===== src/rtl/shwr_summary_fifo_pkg.sv =====
// Shared widths, record layout and capture FSM states for the shower summary FIFO.
// SHWR_SUMMARY_TIMESTAMP_EN adds a 32-bit trigger-start timestamp field to each record.
package shwr_summary_fifo_pkg;

    localparam int ADC_WIDTH                = 12;
    localparam int SHWR_AREA_WIDTH          = 19;
    localparam int SHWR_BASELINE_EXTRA_BITS = 2;
    localparam int SHWR_AREA_BINS           = 20;
    localparam int BASELINE_WIDTH           = ADC_WIDTH + SHWR_BASELINE_EXTRA_BITS;
    localparam int CAPTURE_DLY_DEFAULT      = SHWR_AREA_BINS + 4;
    localparam int TSTAMP_WIDTH             = 32;

    typedef enum logic [1:0] {
        StIdle,
        StArmed,
        StWaitLow
    } cap_state_e;

    typedef struct packed {
`ifdef SHWR_SUMMARY_TIMESTAMP_EN
        logic [TSTAMP_WIDTH-1:0]    tstamp;
`endif
        logic [SHWR_AREA_WIDTH-1:0] integral;
        logic [ADC_WIDTH-1:0]       peak;
        logic [BASELINE_WIDTH-1:0]  baseline;
        logic                       saturated;
        logic                       trunc;
    } summary_rec_t;

    localparam int SHWR_SUMMARY_WIDTH = $bits(summary_rec_t);

endpackage


===== src/rtl/shwr_summary_fifo_if.sv =====
// Capture inputs and readout port of one shower summary FIFO channel.
// SHWR_SUMMARY_TIMESTAMP_EN adds TSTAMP / RD_TSTAMP.
interface shwr_summary_fifo_if
    import shwr_summary_fifo_pkg::*;
#(
    parameter int DEPTH_LOG2 = 2,
    parameter int OVF_WIDTH  = 8
);
    logic                       TRIGGERED;
    logic [SHWR_AREA_WIDTH-1:0] INTEGRAL;
    logic [ADC_WIDTH-1:0]       PEAK;
    logic [BASELINE_WIDTH-1:0]  BASELINE;
    logic                       SATURATED;
    logic                       RD_EN;
    logic [SHWR_AREA_WIDTH-1:0] RD_INTEGRAL;
    logic [ADC_WIDTH-1:0]       RD_PEAK;
    logic [BASELINE_WIDTH-1:0]  RD_BASELINE;
    logic                       RD_SATURATED;
    logic                       RD_TRUNC;
    logic                       EMPTY;
    logic                       FULL;
    logic [DEPTH_LOG2:0]        COUNT;
    logic [OVF_WIDTH-1:0]       OVF_CNT;
`ifdef SHWR_SUMMARY_TIMESTAMP_EN
    logic [TSTAMP_WIDTH-1:0]    TSTAMP;
    logic [TSTAMP_WIDTH-1:0]    RD_TSTAMP;
`endif

    modport slave (
        input  TRIGGERED, INTEGRAL, PEAK, BASELINE, SATURATED, RD_EN,
`ifdef SHWR_SUMMARY_TIMESTAMP_EN
        input  TSTAMP,
        output RD_TSTAMP,
`endif
        output RD_INTEGRAL, RD_PEAK, RD_BASELINE, RD_SATURATED, RD_TRUNC,
        output EMPTY, FULL, COUNT, OVF_CNT
    );

    modport master (
        output TRIGGERED, INTEGRAL, PEAK, BASELINE, SATURATED, RD_EN,
`ifdef SHWR_SUMMARY_TIMESTAMP_EN
        output TSTAMP,
        input  RD_TSTAMP,
`endif
        input  RD_INTEGRAL, RD_PEAK, RD_BASELINE, RD_SATURATED, RD_TRUNC,
        input  EMPTY, FULL, COUNT, OVF_CNT
    );

endinterface


===== src/rtl/shwr_summary_ram.sv =====
// Generic synchronous first-word-fall-through FIFO with registered count/empty/full.
// A read on a full FIFO frees the slot the same-cycle write lands in.
module shwr_summary_ram #(
    parameter int WIDTH      = 8,
    parameter int DEPTH_LOG2 = 2
) (
    input  logic                  clk,
    input  logic                  rst,
    input  logic                  wr_en,
    input  logic [WIDTH-1:0]      wr_data,
    input  logic                  rd_en,
    output logic [WIDTH-1:0]      rd_data,
    output logic                  empty,
    output logic                  full,
    output logic [DEPTH_LOG2:0]   count
);
    localparam int DEPTH = 2 ** DEPTH_LOG2;

    logic [WIDTH-1:0]      mem_q [DEPTH];
    logic [DEPTH_LOG2-1:0] wr_ptr_q, rd_ptr_q;
    logic [DEPTH_LOG2:0]   count_q, count_d;
    logic                  empty_q, full_q;
    logic                  rd_ok, wr_ok;

    assign rd_ok = rd_en & ~empty_q;
    assign wr_ok = wr_en & (~full_q | rd_ok);

    always_comb begin
        count_d = count_q;
        unique case ({wr_ok, rd_ok})
            2'b10:   count_d = count_q + 1'b1;
            2'b01:   count_d = count_q - 1'b1;
            default: count_d = count_q;
        endcase
    end

    always_ff @(posedge clk) begin
        if (rst) begin
            for (int i = 0; i < DEPTH; i++) begin
                mem_q[i] <= '0;
            end
            wr_ptr_q <= '0;
            rd_ptr_q <= '0;
            count_q  <= '0;
            empty_q  <= 1'b1;
            full_q   <= 1'b0;
        end else begin
            if (wr_ok) begin
                mem_q[wr_ptr_q] <= wr_data;
                wr_ptr_q        <= wr_ptr_q + 1'b1;
            end
            if (rd_ok) begin
                rd_ptr_q <= rd_ptr_q + 1'b1;
            end
            count_q <= count_d;
            empty_q <= (count_d == '0);
            full_q  <= (count_d == (DEPTH_LOG2 + 1)'(DEPTH));
        end
    end

    assign rd_data = mem_q[rd_ptr_q];
    assign empty   = empty_q;
    assign full    = full_q;
    assign count   = count_q;

endmodule


===== src/rtl/shwr_summary_fifo.sv =====
// Per-channel shower summary capture: latches one record per trigger and queues it for readout.
// SHWR_SUMMARY_TIMESTAMP_EN stores the trigger-start TSTAMP with each record.
module shwr_summary_fifo
    import shwr_summary_fifo_pkg::*;
#(
    parameter int DEPTH_LOG2  = 2,
    parameter int CAPTURE_DLY = CAPTURE_DLY_DEFAULT,
    parameter int OVF_WIDTH   = 8
) (
    input logic                 CLK120,
    input logic                 RESET,
    shwr_summary_fifo_if.slave  bus
);
    localparam int CNT_W = $clog2(CAPTURE_DLY + 1);

    cap_state_e          state_q, state_d;
    logic [CNT_W-1:0]    bin_cnt_q, bin_cnt_d;
    logic [OVF_WIDTH-1:0] ovf_q, ovf_d;
    logic                capture, cap_trunc;
    logic                do_rd, do_wr, ovf_inc;
    logic                fifo_empty, fifo_full;
    logic [DEPTH_LOG2:0] fifo_count;
    summary_rec_t        wr_rec, rd_rec;
`ifdef SHWR_SUMMARY_TIMESTAMP_EN
    logic [TSTAMP_WIDTH-1:0] tstamp_q, tstamp_d;
`endif

    always_comb begin
        state_d   = state_q;
        bin_cnt_d = bin_cnt_q;
        capture   = 1'b0;
        cap_trunc = 1'b0;
`ifdef SHWR_SUMMARY_TIMESTAMP_EN
        tstamp_d  = tstamp_q;
`endif
        unique case (state_q)
            StIdle: begin
                if (bus.TRIGGERED) begin
                    state_d   = StArmed;
                    bin_cnt_d = CNT_W'(1);
`ifdef SHWR_SUMMARY_TIMESTAMP_EN
                    tstamp_d  = bus.TSTAMP;
`endif
                end
            end
            StArmed: begin
                // Early drop: upstream values are still valid on this edge.
                if (!bus.TRIGGERED) begin
                    capture   = 1'b1;
                    cap_trunc = 1'b1;
                    state_d   = StIdle;
                    bin_cnt_d = '0;
                end else if (bin_cnt_q == CNT_W'(CAPTURE_DLY)) begin
                    capture = 1'b1;
                    state_d = StWaitLow;
                end else begin
                    bin_cnt_d = bin_cnt_q + 1'b1;
                end
            end
            StWaitLow: begin
                if (!bus.TRIGGERED) begin
                    state_d   = StIdle;
                    bin_cnt_d = '0;
                end
            end
            default: begin
                state_d   = StIdle;
                bin_cnt_d = '0;
            end
        endcase
    end

    // Pop is applied before the write, so a full FIFO with a read accepts the record.
    assign do_rd   = bus.RD_EN & ~fifo_empty;
    assign do_wr   = capture & (~fifo_full | do_rd);
    assign ovf_inc = capture & fifo_full & ~do_rd;

    always_comb begin
        ovf_d = ovf_q;
        if (ovf_inc && (ovf_q != {OVF_WIDTH{1'b1}})) begin
            ovf_d = ovf_q + 1'b1;
        end
    end

    always_ff @(posedge CLK120) begin
        if (RESET) begin
            state_q   <= StIdle;
            bin_cnt_q <= '0;
            ovf_q     <= '0;
`ifdef SHWR_SUMMARY_TIMESTAMP_EN
            tstamp_q  <= '0;
`endif
        end else begin
            state_q   <= state_d;
            bin_cnt_q <= bin_cnt_d;
            ovf_q     <= ovf_d;
`ifdef SHWR_SUMMARY_TIMESTAMP_EN
            tstamp_q  <= tstamp_d;
`endif
        end
    end

    always_comb begin
        wr_rec           = '0;
        wr_rec.integral  = bus.INTEGRAL;
        wr_rec.peak      = bus.PEAK;
        wr_rec.baseline  = bus.BASELINE;
        wr_rec.saturated = bus.SATURATED;
        wr_rec.trunc     = cap_trunc;
`ifdef SHWR_SUMMARY_TIMESTAMP_EN
        wr_rec.tstamp    = tstamp_q;
`endif
    end

    shwr_summary_ram #(
        .WIDTH      (SHWR_SUMMARY_WIDTH),
        .DEPTH_LOG2 (DEPTH_LOG2)
    ) u_ram (
        .clk     (CLK120),
        .rst     (RESET),
        .wr_en   (do_wr),
        .wr_data (wr_rec),
        .rd_en   (do_rd),
        .rd_data (rd_rec),
        .empty   (fifo_empty),
        .full    (fifo_full),
        .count   (fifo_count)
    );

    assign bus.RD_INTEGRAL  = rd_rec.integral;
    assign bus.RD_PEAK      = rd_rec.peak;
    assign bus.RD_BASELINE  = rd_rec.baseline;
    assign bus.RD_SATURATED = rd_rec.saturated;
    assign bus.RD_TRUNC     = rd_rec.trunc;
`ifdef SHWR_SUMMARY_TIMESTAMP_EN
    assign bus.RD_TSTAMP    = rd_rec.tstamp;
`endif
    assign bus.EMPTY        = fifo_empty;
    assign bus.FULL         = fifo_full;
    assign bus.COUNT        = fifo_count;
    assign bus.OVF_CNT      = ovf_q;

endmodule

===== src/flat_wrapper.sv =====
// flat-port wrapper written by rule: the top's interface ports become plain ports
module shwr_summary_fifo_flat import shwr_summary_fifo_pkg::*;
#(
    parameter int DEPTH_LOG2  = 2,
    parameter int CAPTURE_DLY = CAPTURE_DLY_DEFAULT,
    parameter int OVF_WIDTH   = 8
)
  (CLK120, RESET, bus_TRIGGERED, bus_INTEGRAL, bus_PEAK, bus_BASELINE, bus_SATURATED, bus_RD_EN, bus_RD_INTEGRAL, bus_RD_PEAK, bus_RD_BASELINE, bus_RD_SATURATED, bus_RD_TRUNC, bus_EMPTY, bus_FULL, bus_COUNT, bus_OVF_CNT);
  shwr_summary_fifo_if #(.DEPTH_LOG2(DEPTH_LOG2), .OVF_WIDTH(OVF_WIDTH)) bus_i ();
  input logic CLK120;
  input logic RESET;
  input wire logic [$bits(bus_i.TRIGGERED)-1:0] bus_TRIGGERED;
  input wire logic [$bits(bus_i.INTEGRAL)-1:0] bus_INTEGRAL;
  input wire logic [$bits(bus_i.PEAK)-1:0] bus_PEAK;
  input wire logic [$bits(bus_i.BASELINE)-1:0] bus_BASELINE;
  input wire logic [$bits(bus_i.SATURATED)-1:0] bus_SATURATED;
  input wire logic [$bits(bus_i.RD_EN)-1:0] bus_RD_EN;
  output wire logic [$bits(bus_i.RD_INTEGRAL)-1:0] bus_RD_INTEGRAL;
  output wire logic [$bits(bus_i.RD_PEAK)-1:0] bus_RD_PEAK;
  output wire logic [$bits(bus_i.RD_BASELINE)-1:0] bus_RD_BASELINE;
  output wire logic [$bits(bus_i.RD_SATURATED)-1:0] bus_RD_SATURATED;
  output wire logic [$bits(bus_i.RD_TRUNC)-1:0] bus_RD_TRUNC;
  output wire logic [$bits(bus_i.EMPTY)-1:0] bus_EMPTY;
  output wire logic [$bits(bus_i.FULL)-1:0] bus_FULL;
  output wire logic [$bits(bus_i.COUNT)-1:0] bus_COUNT;
  output wire logic [$bits(bus_i.OVF_CNT)-1:0] bus_OVF_CNT;
  assign bus_i.TRIGGERED = bus_TRIGGERED;
  assign bus_i.INTEGRAL = bus_INTEGRAL;
  assign bus_i.PEAK = bus_PEAK;
  assign bus_i.BASELINE = bus_BASELINE;
  assign bus_i.SATURATED = bus_SATURATED;
  assign bus_i.RD_EN = bus_RD_EN;
  assign bus_RD_INTEGRAL = bus_i.RD_INTEGRAL;
  assign bus_RD_PEAK = bus_i.RD_PEAK;
  assign bus_RD_BASELINE = bus_i.RD_BASELINE;
  assign bus_RD_SATURATED = bus_i.RD_SATURATED;
  assign bus_RD_TRUNC = bus_i.RD_TRUNC;
  assign bus_EMPTY = bus_i.EMPTY;
  assign bus_FULL = bus_i.FULL;
  assign bus_COUNT = bus_i.COUNT;
  assign bus_OVF_CNT = bus_i.OVF_CNT;
  shwr_summary_fifo #(.DEPTH_LOG2(DEPTH_LOG2), .CAPTURE_DLY(CAPTURE_DLY), .OVF_WIDTH(OVF_WIDTH)) u_core (.CLK120(CLK120), .RESET(RESET), .bus(bus_i));
endmodule

===== config.mk =====
export PLATFORM = sky130hd
export DESIGN_NAME = shwr_summary_fifo_flat
export DESIGN_NICKNAME = d
export VERILOG_FILES = /design/src/rtl/shwr_summary_fifo_pkg.sv /design/src/rtl/shwr_summary_fifo_if.sv /design/src/rtl/shwr_summary_ram.sv /design/src/rtl/shwr_summary_fifo.sv /design/src/flat_wrapper.sv
export SDC_FILE = /design/constraint.sdc
export NUM_CORES = 1
export LEC_CHECK = 0
export BUFFER_PORTS_ARGS = -buffer_cell sky130_fd_sc_hd__clkbuf_2
export CAP_MARGIN = 20
export CORE_MARGIN = 8
export CORE_UTILIZATION = 55
export DETAILED_ROUTE_END_ITERATION = 10
export PLACE_DENSITY = 0.86
export RECOVER_POWER = 100
export REMOVE_ABC_BUFFERS = 1
export SYNTH_ARGS = -nofsm -noshare
export SYNTH_HDL_FRONTEND = slang
export SYNTH_SLANG_ARGS = --single-unit

===== constraint.sdc =====
create_clock -name CLK120 -period 6.7 [get_ports CLK120]
set_input_delay 0.67 -clock CLK120 [delete_from_list [all_inputs] [get_ports CLK120]]
set_output_delay 0.67 -clock CLK120 [all_outputs]
set_load 0.02 [all_outputs]

==> results.ini <==
[outcome]
outcome = complete, but fails checks
violations = max-capacitance violations, max-slew violations

[setup_path]
crit_top_cell = nand2_1
r2r_start = u_core.bin_cnt_q[0]
crit_path_end_kind = register
cpPeakStageDelay_ps = 1710
cp_top_family = buffers and inverters
cp_slowest_cell = clkbuf_1
crit_required_ps = 6830
critPathBufInv = 3
reg2reg_to = u_core.u_ram.mem_q[2][33]
path_cells = inv_1, ha_1, nand4b_1, a221oi_4, clkbuf_1, nand2_1, nand2_1, buf_4
cp_data_arrival_time_ps = 4780
start_kind = register
ff2ff_path_depth = 8
rrSetupSlack_ps = 2060
crit_type = register to register
cp_max_fo = 54

[synthesis]
synth_seq_cells = 214
synth_seq_area_share_pct = 65.3
synthDistinctLibCells = 48
syn_area_mm2 = 0.00944
synthArstFlopShare_pct = 0
synth_cells = 617
ys_warn_count = 0
ys_dominant_reg_cell = edfxtp_1
synth-edff-count = 188
syn_avg_cell_area_um2 = 15.3

[global_route]
antenna_found_initial = 1
grt_max_degree = 60
track_usage_pct = 19.7
grt_pass1_wl_um = 33800
first_global_vias = 6132
grt_overflow_total = 0

[min_path]
hold_path.class = primary input to register
whs_endpoint = u_core.u_ram.mem_q[1][40]
worstHoldPathCells = 2
worstHoldStart = bus_INTEGRAL[12]

[floorplanning]
rows = 48
ioPinCount = 110
initial_utilization_pct = 55.4
die_w_um = 147
die-area_mm2 = 0.0216
die_y_um = 147
core_area_mm2 = 0.0171

[sta]
slew_headroom_pct = -58.5
fin_tns_setup_ps = 0
rsz0062_at_grt = no
hold_viol = 0
setup_viol = 0
worst_slew_pin_slew_ps = 2380
clock_skew_ps = 11.6
fmax_mhz = 215
finalCriticalPeriod_ps = 4640
slew_viol_final = 115
fin_crit_sh_pct = 69.3

[power_and_ir_drop]
total_leakage_power_uw = 0.00414
vdd.ir_drop.worst_mv = 0.241
power_density_mw_per_mm2 = 288

[clocking]
clk_path_buf_depth = 3
cts.sinks = 214
ctsResizeCount = 0
post_cts_buffers = 0
cts_tree = yes
htree_levels = 1
cts-buffers-inserted = 22
clk_latency_ps = 500
path_clk_slew_ps = 60
cts_root_buf = clkbuf_16
hold_buffers = 0

[layout]
fin_nets = 766
finalNonFillerCells = 952
synthToLayoutAreaGrowth_pct = 13.9
diodes = 0
final_cell_mix = edfxtp_1, and3_1, clkbuf_1
drive_gt1_share_pct = 19.7
final_common_cell = edfxtp_1

[placed_design]
place_congestion = 0.789
dp_cells = 912
io_buffers = 109
dp.final_hpwl_um = 12600

[drt]
vias = 5725
wl_per_cell_um = 22.5
drc_errors = 0
ant_nets = 0
avgViaCountPerCell = 6.01
wl_um = 21400
drt_first_pass_iters = 5
drtIter0Drc = 586

[job]
cap_violations = 2

worst max path at each step:
stage,start,endpoint,depth (start not counted)
detailed placement,bus_RD_EN,u_core.u_ram.empty,12
global route,u_core.bin_cnt_q[0],u_core.u_ram.mem_q[2][17],8
CTS,register,bus_RD_BASELINE[0],2
global placement,RESET,u_core.u_ram.mem_q[0][39],3
finish,u_core.bin_cnt_q[0],u_core.u_ram.mem_q[2][33],8
floorplan,bus_RD_EN,u_core.u_ram.mem_q[1][0],4
where the power goes:
part | leakage (uW) | internal [uW] | switching, uW
sequential | 0.00216 | 1510 | 58.7
clock | 0.000344 | 701 | 488
combinational | 0.00163 | 137 | 198
area by class of cell:
cell class	count	area [um2]
repair buffers	116	557
multi-input cells	346	3000
fillers	1244	6300
clock buffers	26	587
well taps	225	282
clock inverters	14	114
flip-flops and latches	214	6170
inverters	11	43.8
synth_stat cells, types with 7 or more instances:
master	count	area share [%]
clkbuf_2	8	0.42
inv_1	9	0.36
a21oi_1	10	0.53
buf_2	8	0.42
and3_1	96	6.4
mux4_2	47	11
nand2_1	14	0.56
clkbuf_1	24	0.95
xor2_1	7	0.65
edfxtp_1	188	60
dfxtp_1	26	5.5
and2_1	92	6.1
nor2b_1	7	0.46
nor2_1	12	0.48
per-layer routing:
layer | track usage (%) | share of wire [%] | wire (um) | vias to the layer above
li1 | - | - | - | 2537
met1 | 24.6 | 39 | 8380 | 2925
met2 | 34.3 | 51 | 11000 | 226
met3 | 3.84 | 7.6 | 1630 | 35
met4 | 5.35 | 1.8 | 391 | 2
met5 | 0 | 0.061 | 13 | -
state kept, by name (all words and copies together) (netlist names), named ones only:
| signal | cells |
|---|---|
| u_core.u_ram.full | 1 |
| u_core.state_q | 2 |
| u_core.bus.OVF_CNT | 8 |
| u_core.u_ram.rd_ptr_q | 2 |
| u_core.bin_cnt_q | 5 |
| u_core.u_ram.count | 3 |
| u_core.u_ram.mem_q | 188 |
| u_core.u_ram.wr_ptr_q | 2 |
| u_core.u_ram.empty | 1 |
through the flow:
step | hold slack (ps) | cell area (um2) | setup WS (ps) | total power (uW) | utilization, %
after floorplan | 484 | 9220 | 940 | 1810 | -
after global placement | 485 | 10100 | 3370 | 1930 | 59.3
after detailed placement | 509 | 10200 | 3510 | 1950 | 59.6
after CTS | 475 | 10900 | 3610 | 3120 | 63.7
after global routing | 483 | 10800 | 1740 | 3180 | 63.1
final | 493 | 10800 | 2060 | 3090 | 63.1
kinds of logic (layout without fill, tap and decap cells):
logic type / after synthesis / after routing / share of synthesized area [%]
adder cells (fa/ha/maj): 5 / 5 / 0.742
AND/OR/NAND/NOR: 249 / 249 / 16.2
buffers and inverters: 57 / 167 / 2.86
XOR/XNOR: 10 / 10 / 0.928
multiplexers: 51 / 51 / 11.6
flip-flops: 214 / 214 / 65.3
AO/OA/AOI/OAI: 31 / 31 / 2.35
(Power assumes the default switching activity.)
